--- src/rtl/pb_pkg.sv ---
// Shared types and length selection for the GO push-button debouncer.
// Contents:
//   pb_state_t  - debouncer FSM state encoding
//   sel_len()   - picks the hardware or fast-simulation length
//   max2()      - larger of two lengths, used to size the shared counter width
package pb_pkg;

    typedef enum logic [1:0] {
        IDLE     = 2'd0,
        PRESS_WT = 2'd1,
        HELD     = 2'd2,
        REL_WT   = 2'd3
    } pb_state_t;

    function automatic int sel_len(input int fast, input int full_len, input int sim_len);
        return (fast != 0) ? sim_len : full_len;
    endfunction

    function automatic int max2(input int a, input int b);
        return (a > b) ? a : b;
    endfunction

endpackage

--- src/rtl/pb_synch.sv ---
// Three-flop synchronizer for a single asynchronous input.
// The reset value is a parameter so that an idle, active-low button reads as "up".
// Ports:
//   clk  in  1  system clock
//   rst  in  1  asynchronous, active-high reset
//   d    in  1  asynchronous input
//   q    out 1  third-stage synchronized value
module pb_synch #(
    parameter logic RST_VAL = 1'b1
) (
    input  logic clk,
    input  logic rst,
    input  logic d,
    output logic q
);

    logic [2:0] sync_q;

    always_ff @(posedge clk or posedge rst) begin
        if (rst) begin
            sync_q <= {3{RST_VAL}};
        end else begin
            sync_q <= {sync_q[1:0], d};
        end
    end

    assign q = sync_q[2];

endmodule

--- src/rtl/pb_debounce_fsm.sv ---
// Counter-qualified debouncer for the active-low GO push-button.
// Produces a one-cycle 'released' strobe (starts the fanfare player), a 'held' level
// while a debounced press is in effect, and a one-cycle 'long_press' strobe once per press.
// Ports:
//   clk         in  1  system clock
//   rst         in  1  asynchronous, active-high reset
//   PB          in  1  raw push-button, active-low, asynchronous to clk
//   released    out 1  one-cycle pulse when a debounced release completes
//   held        out 1  high while a debounced press is in effect
//   long_press  out 1  one-cycle pulse when hold time reaches the long-press length
//
// state    | meaning
// ---------+-----------------------------------------------------------
// IDLE     | button up, waiting for a low level
// PRESS_WT | low seen, qualifying the press over the debounce window
// HELD     | press accepted, long-press counter running
// REL_WT   | high seen while held, qualifying the release
module pb_debounce_fsm
    import pb_pkg::*;
#(
    parameter int FAST_SIM    = 0,
    parameter int DB_CYCLES   = 500000,
    parameter int LONG_CYCLES = 50000000,
    parameter int DB_SIM      = 16,
    parameter int LONG_SIM    = 64
) (
    input  logic clk,
    input  logic rst,
    input  logic PB,
    output logic released,
    output logic held,
    output logic long_press
);

    localparam int DB_LEN   = sel_len(FAST_SIM, DB_CYCLES, DB_SIM);
    localparam int LONG_LEN = sel_len(FAST_SIM, LONG_CYCLES, LONG_SIM);
    localparam int CW       = $clog2(max2(DB_LEN, LONG_LEN) + 1);

    localparam logic [CW-1:0] DB_LAST   = CW'(DB_LEN - 1);
    localparam logic [CW-1:0] LONG_LAST = CW'(LONG_LEN - 1);
    localparam logic [CW-1:0] LONG_MAX  = CW'(LONG_LEN);

    logic      pb_s;
    pb_state_t state_q;
    logic [CW-1:0] db_cnt_q;
    logic [CW-1:0] long_cnt_q;
    logic [CW-1:0] db_cnt_d;
    logic [CW-1:0] long_cnt_d;
    logic      released_q;
    logic      held_q;
    logic      long_q;

    pb_synch #(.RST_VAL(1'b1)) u_synch (
        .clk (clk),
        .rst (rst),
        .d   (PB),
        .q   (pb_s)
    );

    // Saturating increments. The long-press count parks at LONG_LEN so that the
    // LONG_LEN-1 compare can only match once per press.
    assign db_cnt_d   = (db_cnt_q == '1) ? db_cnt_q : db_cnt_q + 1'b1;
    assign long_cnt_d = (long_cnt_q == LONG_MAX) ? long_cnt_q : long_cnt_q + 1'b1;

    always_ff @(posedge clk or posedge rst) begin
        if (rst) begin
            state_q    <= IDLE;
            db_cnt_q   <= '0;
            long_cnt_q <= '0;
            released_q <= 1'b0;
            held_q     <= 1'b0;
            long_q     <= 1'b0;
        end else begin
            released_q <= 1'b0;
            long_q     <= 1'b0;
            case (state_q)
                IDLE: begin
                    held_q <= 1'b0;
                    if (!pb_s) begin
                        state_q    <= PRESS_WT;
                        db_cnt_q   <= '0;
                        long_cnt_q <= '0;
                    end
                end
                PRESS_WT: begin
                    if (pb_s) begin
                        state_q <= IDLE;
                    end else if (db_cnt_q == DB_LAST) begin
                        state_q  <= HELD;
                        db_cnt_q <= '0;
                        held_q   <= 1'b1;
                    end else begin
                        db_cnt_q <= db_cnt_d;
                    end
                end
                HELD: begin
                    held_q     <= 1'b1;
                    long_cnt_q <= long_cnt_d;
                    if (long_cnt_q == LONG_LAST) begin
                        long_q <= 1'b1;
                    end
                    if (pb_s) begin
                        state_q  <= REL_WT;
                        db_cnt_q <= '0;
                    end
                end
                REL_WT: begin
                    // Long-press count is left untouched here, so a bounce back to
                    // HELD resumes the hold time instead of restarting it.
                    if (!pb_s) begin
                        state_q <= HELD;
                    end else if (db_cnt_q == DB_LAST) begin
                        state_q    <= IDLE;
                        db_cnt_q   <= '0;
                        held_q     <= 1'b0;
                        released_q <= 1'b1;
                    end else begin
                        db_cnt_q <= db_cnt_d;
                    end
                end
                default: begin
                    state_q <= IDLE;
                end
            endcase
        end
    end

    assign released   = released_q;
    assign held       = held_q;
    assign long_press = long_q;

endmodule
--- config.mk ---
export PLATFORM = sky130hd
export DESIGN_NAME = pb_debounce_fsm
export DESIGN_NICKNAME = d
export VERILOG_FILES = /design/src/rtl/pb_pkg.sv /design/src/rtl/pb_synch.sv /design/src/rtl/pb_debounce_fsm.sv
export SDC_FILE = /design/constraint.sdc
export NUM_CORES = 1
export LEC_CHECK = 0
export ABC_AREA = 1
export BUFFER_PORTS_ARGS = -buffer_cell sky130_fd_sc_hd__buf_2
export CORE_MARGIN = 8
export CORE_UTILIZATION = 30
export CTS_BUF_LIST = sky130_fd_sc_hd__clkbuf_8
export CTS_CLUSTER_DIAMETER = 30
export DETAILED_ROUTE_END_ITERATION = 10
export PLACE_DENSITY = 0.42
export SLEW_MARGIN = 20
export SYNTH_ARGS = -nofsm -noshare
export SYNTH_HDL_FRONTEND = slang
export SYNTH_SLANG_ARGS = --single-unit
--- constraint.sdc ---
create_clock -name clk -period 5.3 [get_ports clk]
set_input_delay 0.265 -clock clk [delete_from_list [all_inputs] [get_ports clk]]
set_output_delay 0.265 -clock clk [all_outputs]
set_load 0.05 [all_outputs]
==> flow_summary.rst <==
.. list-table::
   :header-rows: 1

   * - Metric
     - Value
   * - Run status
     - finished clean
   * - Register-to-register path setup slack
     - between 2 and 2.5 ns
   * - Routed wirelength normalized by instance count
     - 13.8 µm
   * - RSZ-0062 raised after global routing
     - no
   * - Largest net degree at the start of global routing
     - between 60 and 70
   * - Combinational family with the most area after synthesis
     - simple AND/OR/NAND/NOR gates
   * - Sequential-to-total area share from yosys stat
     - between 30% and 40%
   * - Beginning of the worst register-to-register path
     - state_q[0]
   * - Count of mapped cells out of synthesis
     - approximately 650
   * - Post-cts hold buffer count
     - 1
   * - Sum of routed wire length over all layers
     - roughly 12,000 µm
   * - Avg Synthesized Cell Area
     - about 6.5 µm²
   * - Area taken by flip-flops and latches
     - between 1500 and 2000 µm²
   * - Worst Max-Slew Pin Slew
     - approximately 0.80 ns
   * - Post-CTS Setup Bufs
     - 0
   * - Kind of end point of the critical path
     - flop
   * - I/O Pins
     - 6
   * - Type of the worst setup path
     - flop to flop
   * - Reg-to-reg endpoint
     - db_cnt_q[17]
   * - Area share of the largest cell type after synthesis
     - about a third
   * - Leak pwr
     - 1.90 nW
   * - Vias in the first global route
     - 4,008
   * - Tot GR Track Use
     - 13.8%
   * - Worst-case reg-to-reg path depth
     - 8
   * - Post-synthesis cell type with the largest combined area
     - sky130_fd_sc_hd__dfrtp_1
   * - Unique cell type count in the Yosys netlist
     - 32
   * - Antenna diode count
     - 0
   * - Clock latency reported for the late side of the worst-skew pair
     - 0.37 ns
   * - Count of buffers from port buffering
     - 5
   * - Floorplan core area
     - ~14,000 µm²
   * - Fin crit share
     - 54.9%
   * - Most frequent cells in the layout
     - sky130_fd_sc_hd__nand2_1, sky130_fd_sc_hd__nor2_1, sky130_fd_sc_hd__dfrtp_1, sky130_fd_sc_hd__nand3_1, sky130_fd_sc_hd__inv_1
   * - Clock tree from TritonCTS
     - yes
   * - Net count reported at finish
     - 670
   * - CP Data Arrival Time
     - between 3 and 4 ns
   * - XOR/XNOR Fraction of Synth Area
     - around 3.7%
   * - Residual overflow from global routing
     - 0
   * - Number of DRC markers after the initial detailed-route iteration
     - 295
   * - Post-placement worst setup slack
     - roughly 2.4 ns
   * - Top area cells in the synthesized netlist
     - sky130_fd_sc_hd__dfrtp_1, sky130_fd_sc_hd__nand2_1, sky130_fd_sc_hd__nor2_1
   * - Final hold viol count
     - 0
   * - Total of cells resized after clock tree synthesis
     - 0
   * - Most frequent standard cell in the layout excluding fill and tap cells
     - sky130_fd_sc_hd__nand2_1
   * - Total setup violations reported at the end of the flow
     - 0
   * - Accumulated negative setup slack
     - 0 ns
   * - Net Count, Synth
     - between 600 and 700
   * - Total of max-cap violations
     - 0
   * - Die ar.
     - between 15,000 and 20,000 µm²
   * - Number of antenna violations at the first check in global routing
     - 0
   * - Number of clock sinks
     - 60
   * - Final worst slack
     - ~2.4 ns
   * - Final ANT Viol Nets
     - 0
   * - Number of standard-cell rows in the floorplan
     - 43
   * - Overall die height
     - 135 µm
   * - First-pass DRT Iterations
     - 5
   * - Largest fanout on the critical path
     - 45
   * - Worst hold slack after final layout
     - 0.126 ns
   * - Fill count
     - roughly 1,500
   * - Number of flip-flops and latches in the synthesized netlist
     - 60
   * - Post-route minimum period
     - ~2.9 ns
   * - Largest buffer count on any clock path
     - 2
   * - Longest individual stage delay on the worst path
     - about 0.57 ns
   * - HP Class
     - input port to async pin
   * - Layout-stage area growth over the synthesis result
     - 8.34%
   * - Netlist area before placement
     - around 4300 µm²
   * - Drt drc
     - 0
   * - Required time of the critical path
     - around 5.6 ns
   * - Finished Core Util
     - between 30% and 40%
   * - Routed via count
     - between 3,000 and 4,000
   * - Overall power after layout
     - ~1.4 mW
   * - Vias per Instance
     - 4.73
   * - Total power per unit cell area
     - 305 nW/µm²
   * - Max stage delay cell, worst path
     - sky130_fd_sc_hd__nand4_4
   * - Global-route wire length before repair
     - roughly 20,000 µm
   * - Share of final-layout standard cells stronger than drive strength 1
     - a little under a tenth
   * - Complex-gate fraction of the synthesized area
     - between 7 and 8%
   * - Effective utilization at floorplan
     - a little under a third
   * - Clock slew seen by the registers of the worst setup and hold paths
     - 0.08 ns
   * - Fraction of the mapped netlist area in adder cells
     - 2.05%
   * - Final Max Tran Viols
     - 0
   * - Buffer cell driving the clock tree root
     - sky130_fd_sc_hd__clkbuf_8
   * - Fmax
     - 344 MHz
   * - Total number of yosys warnings
     - 0
   * - Die span in x
     - roughly 140 µm
   * - Area used by multi-input combinational logic
     - approximately 2400 µm²
   * - Worst Setup Start Kind
     - flop
   * - HPWL after DPL
     - 8610 µm
   * - Crit-path cells
     - ha_1 > nor2_2 > inv_1 > nand3_2 > nand4_4 > inv_2 > nand2_1 > nand2_1
   * - Peak ir drop on the vdd network
     - ~170 µV
   * - Number of levels in the clock H-tree
     - 3
   * - Rel. slew slack
     - 46.4%
   * - Multiplexer share of the synthesized area
     - 0%
   * - Most Frequent Cell on Critical Path
     - sky130_fd_sc_hd__nand2_1
   * - GP Congestion
     - between 0.8 and 0.9
   * - Simple-gate portion of the synthesized area
     - around 44%
   * - Worst clock skew on the final layout
     - 0.00789 ns
   * - TritonCTS Buffers
     - 9
==> synthesized netlist by cell type <==
library cell and n:
sky130_fd_sc_hd__nand4_1 16, sky130_fd_sc_hd__o21ai_1 1, sky130_fd_sc_hd__nor3_2 1, sky130_fd_sc_hd__dfrtp_1 57, sky130_fd_sc_hd__xnor2_1 4, sky130_fd_sc_hd__nand3_1 54, sky130_fd_sc_hd__or2_2 2, sky130_fd_sc_hd__buf_4 4
sky130_fd_sc_hd__nand2_2 2, sky130_fd_sc_hd__nor2_4 2, sky130_fd_sc_hd__inv_2 3, sky130_fd_sc_hd__nor2_1 112, sky130_fd_sc_hd__nor3b_2 1, sky130_fd_sc_hd__clkinv_1 1, sky130_fd_sc_hd__nor2_2 3, sky130_fd_sc_hd__nand2_1 246
sky130_fd_sc_hd__o21ai_0 21, sky130_fd_sc_hd__nand4_4 1, sky130_fd_sc_hd__o21bai_1 3, sky130_fd_sc_hd__xor2_1 14, sky130_fd_sc_hd__buf_6 5, sky130_fd_sc_hd__nand3_2 2, sky130_fd_sc_hd__and2_1 1, sky130_fd_sc_hd__nor4_1 1
sky130_fd_sc_hd__o21ai_2 18, sky130_fd_sc_hd__inv_1 55, sky130_fd_sc_hd__nand2_4 1, sky130_fd_sc_hd__ha_1 7, sky130_fd_sc_hd__a21oi_1 4, sky130_fd_sc_hd__clkbuf_1 4, sky130_fd_sc_hd__dfstp_2 3, sky130_fd_sc_hd__nor3_1 5
==> logic make-up (layout without fill, tap and decap cells) <==
family | count (synthesis) | after routing
DFF | 60 | 60
xor gates and xnor gates | 18 | 18
AOI/OAI and AO/OA | 47 | 47
and+or+nand+nor | 450 | 450
buffers and inverters | 72 | 83
adders and majority gates | 7 | 7
==> where the power goes <==
part           switching [mW]  total, mW  internal (mW)
registers              0.0343      0.521          0.487
clock network           0.224      0.400          0.176
logic                   0.394      0.495          0.100
total                   0.653       1.42          0.763
==> registers in the layout (all words and copies together) (netlist names), named ones only <==
register / flops
held: 1
long_cnt_q: 26
long_press: 1
state_q: 1
released: 1
u_synch.sync_q: 3
db_cnt_q: 26
==> through the flow <==
stage               area, µm²  cells
floorplan                4280    654
global placement         4440    828
CTS                      4630    845
detailed placement       4440    828
finish                   4630    845
global route             4630    845
==> critical path, delay by kind of cell (launching register included) <==
| family | cells | cell delay (ns) |
|---|---|---|
| adders and majority gates | 1 | 0.28 |
| and+or+nand+nor | 5 | 1.30 |
| buffers and inverters | 2 | 0.82 |
| DFF | 1 | 0.45 |
==> layout make-up <==
class,count,share of cell area (%)
clock inverter,7,1.27
tap,180,4.86
inverter,59,4.78
timing repair buffer,8,1.08
sequential,60,32.5
multi-input combinational,522,52.8
clock buffer,9,2.67
==> worst max path at each step <==
| stage | from | endpoint | slack (ns) | depth (start not counted) |
|---|---|---|---|---|
| detailed placement | state_q[0] | db_cnt_q[12] | 2.35 | 8 |
| finish | state_q[0] | db_cnt_q[17] | 2.39 | 8 |
| floorplan | rst | async pin | 3.56 | 1 |
| CTS | state_q[0] | db_cnt_q[12] | 2.33 | 8 |
| global placement | state_q[0] | db_cnt_q[18] | 2.42 | 8 |
| global route | state_q[0] | db_cnt_q[17] | 2.05 | 8 |
==> metal layers <==
layer	track usage, %	vias up	share of wire (%)
met5	0	-	0
met4	4.57	0	1.6
met3	3.64	16	4.2
met2	24.5	75	51
met1	15.7	1833	44
li1	-	2075	-
Note: power is estimated with default switching activity, not from simulation.
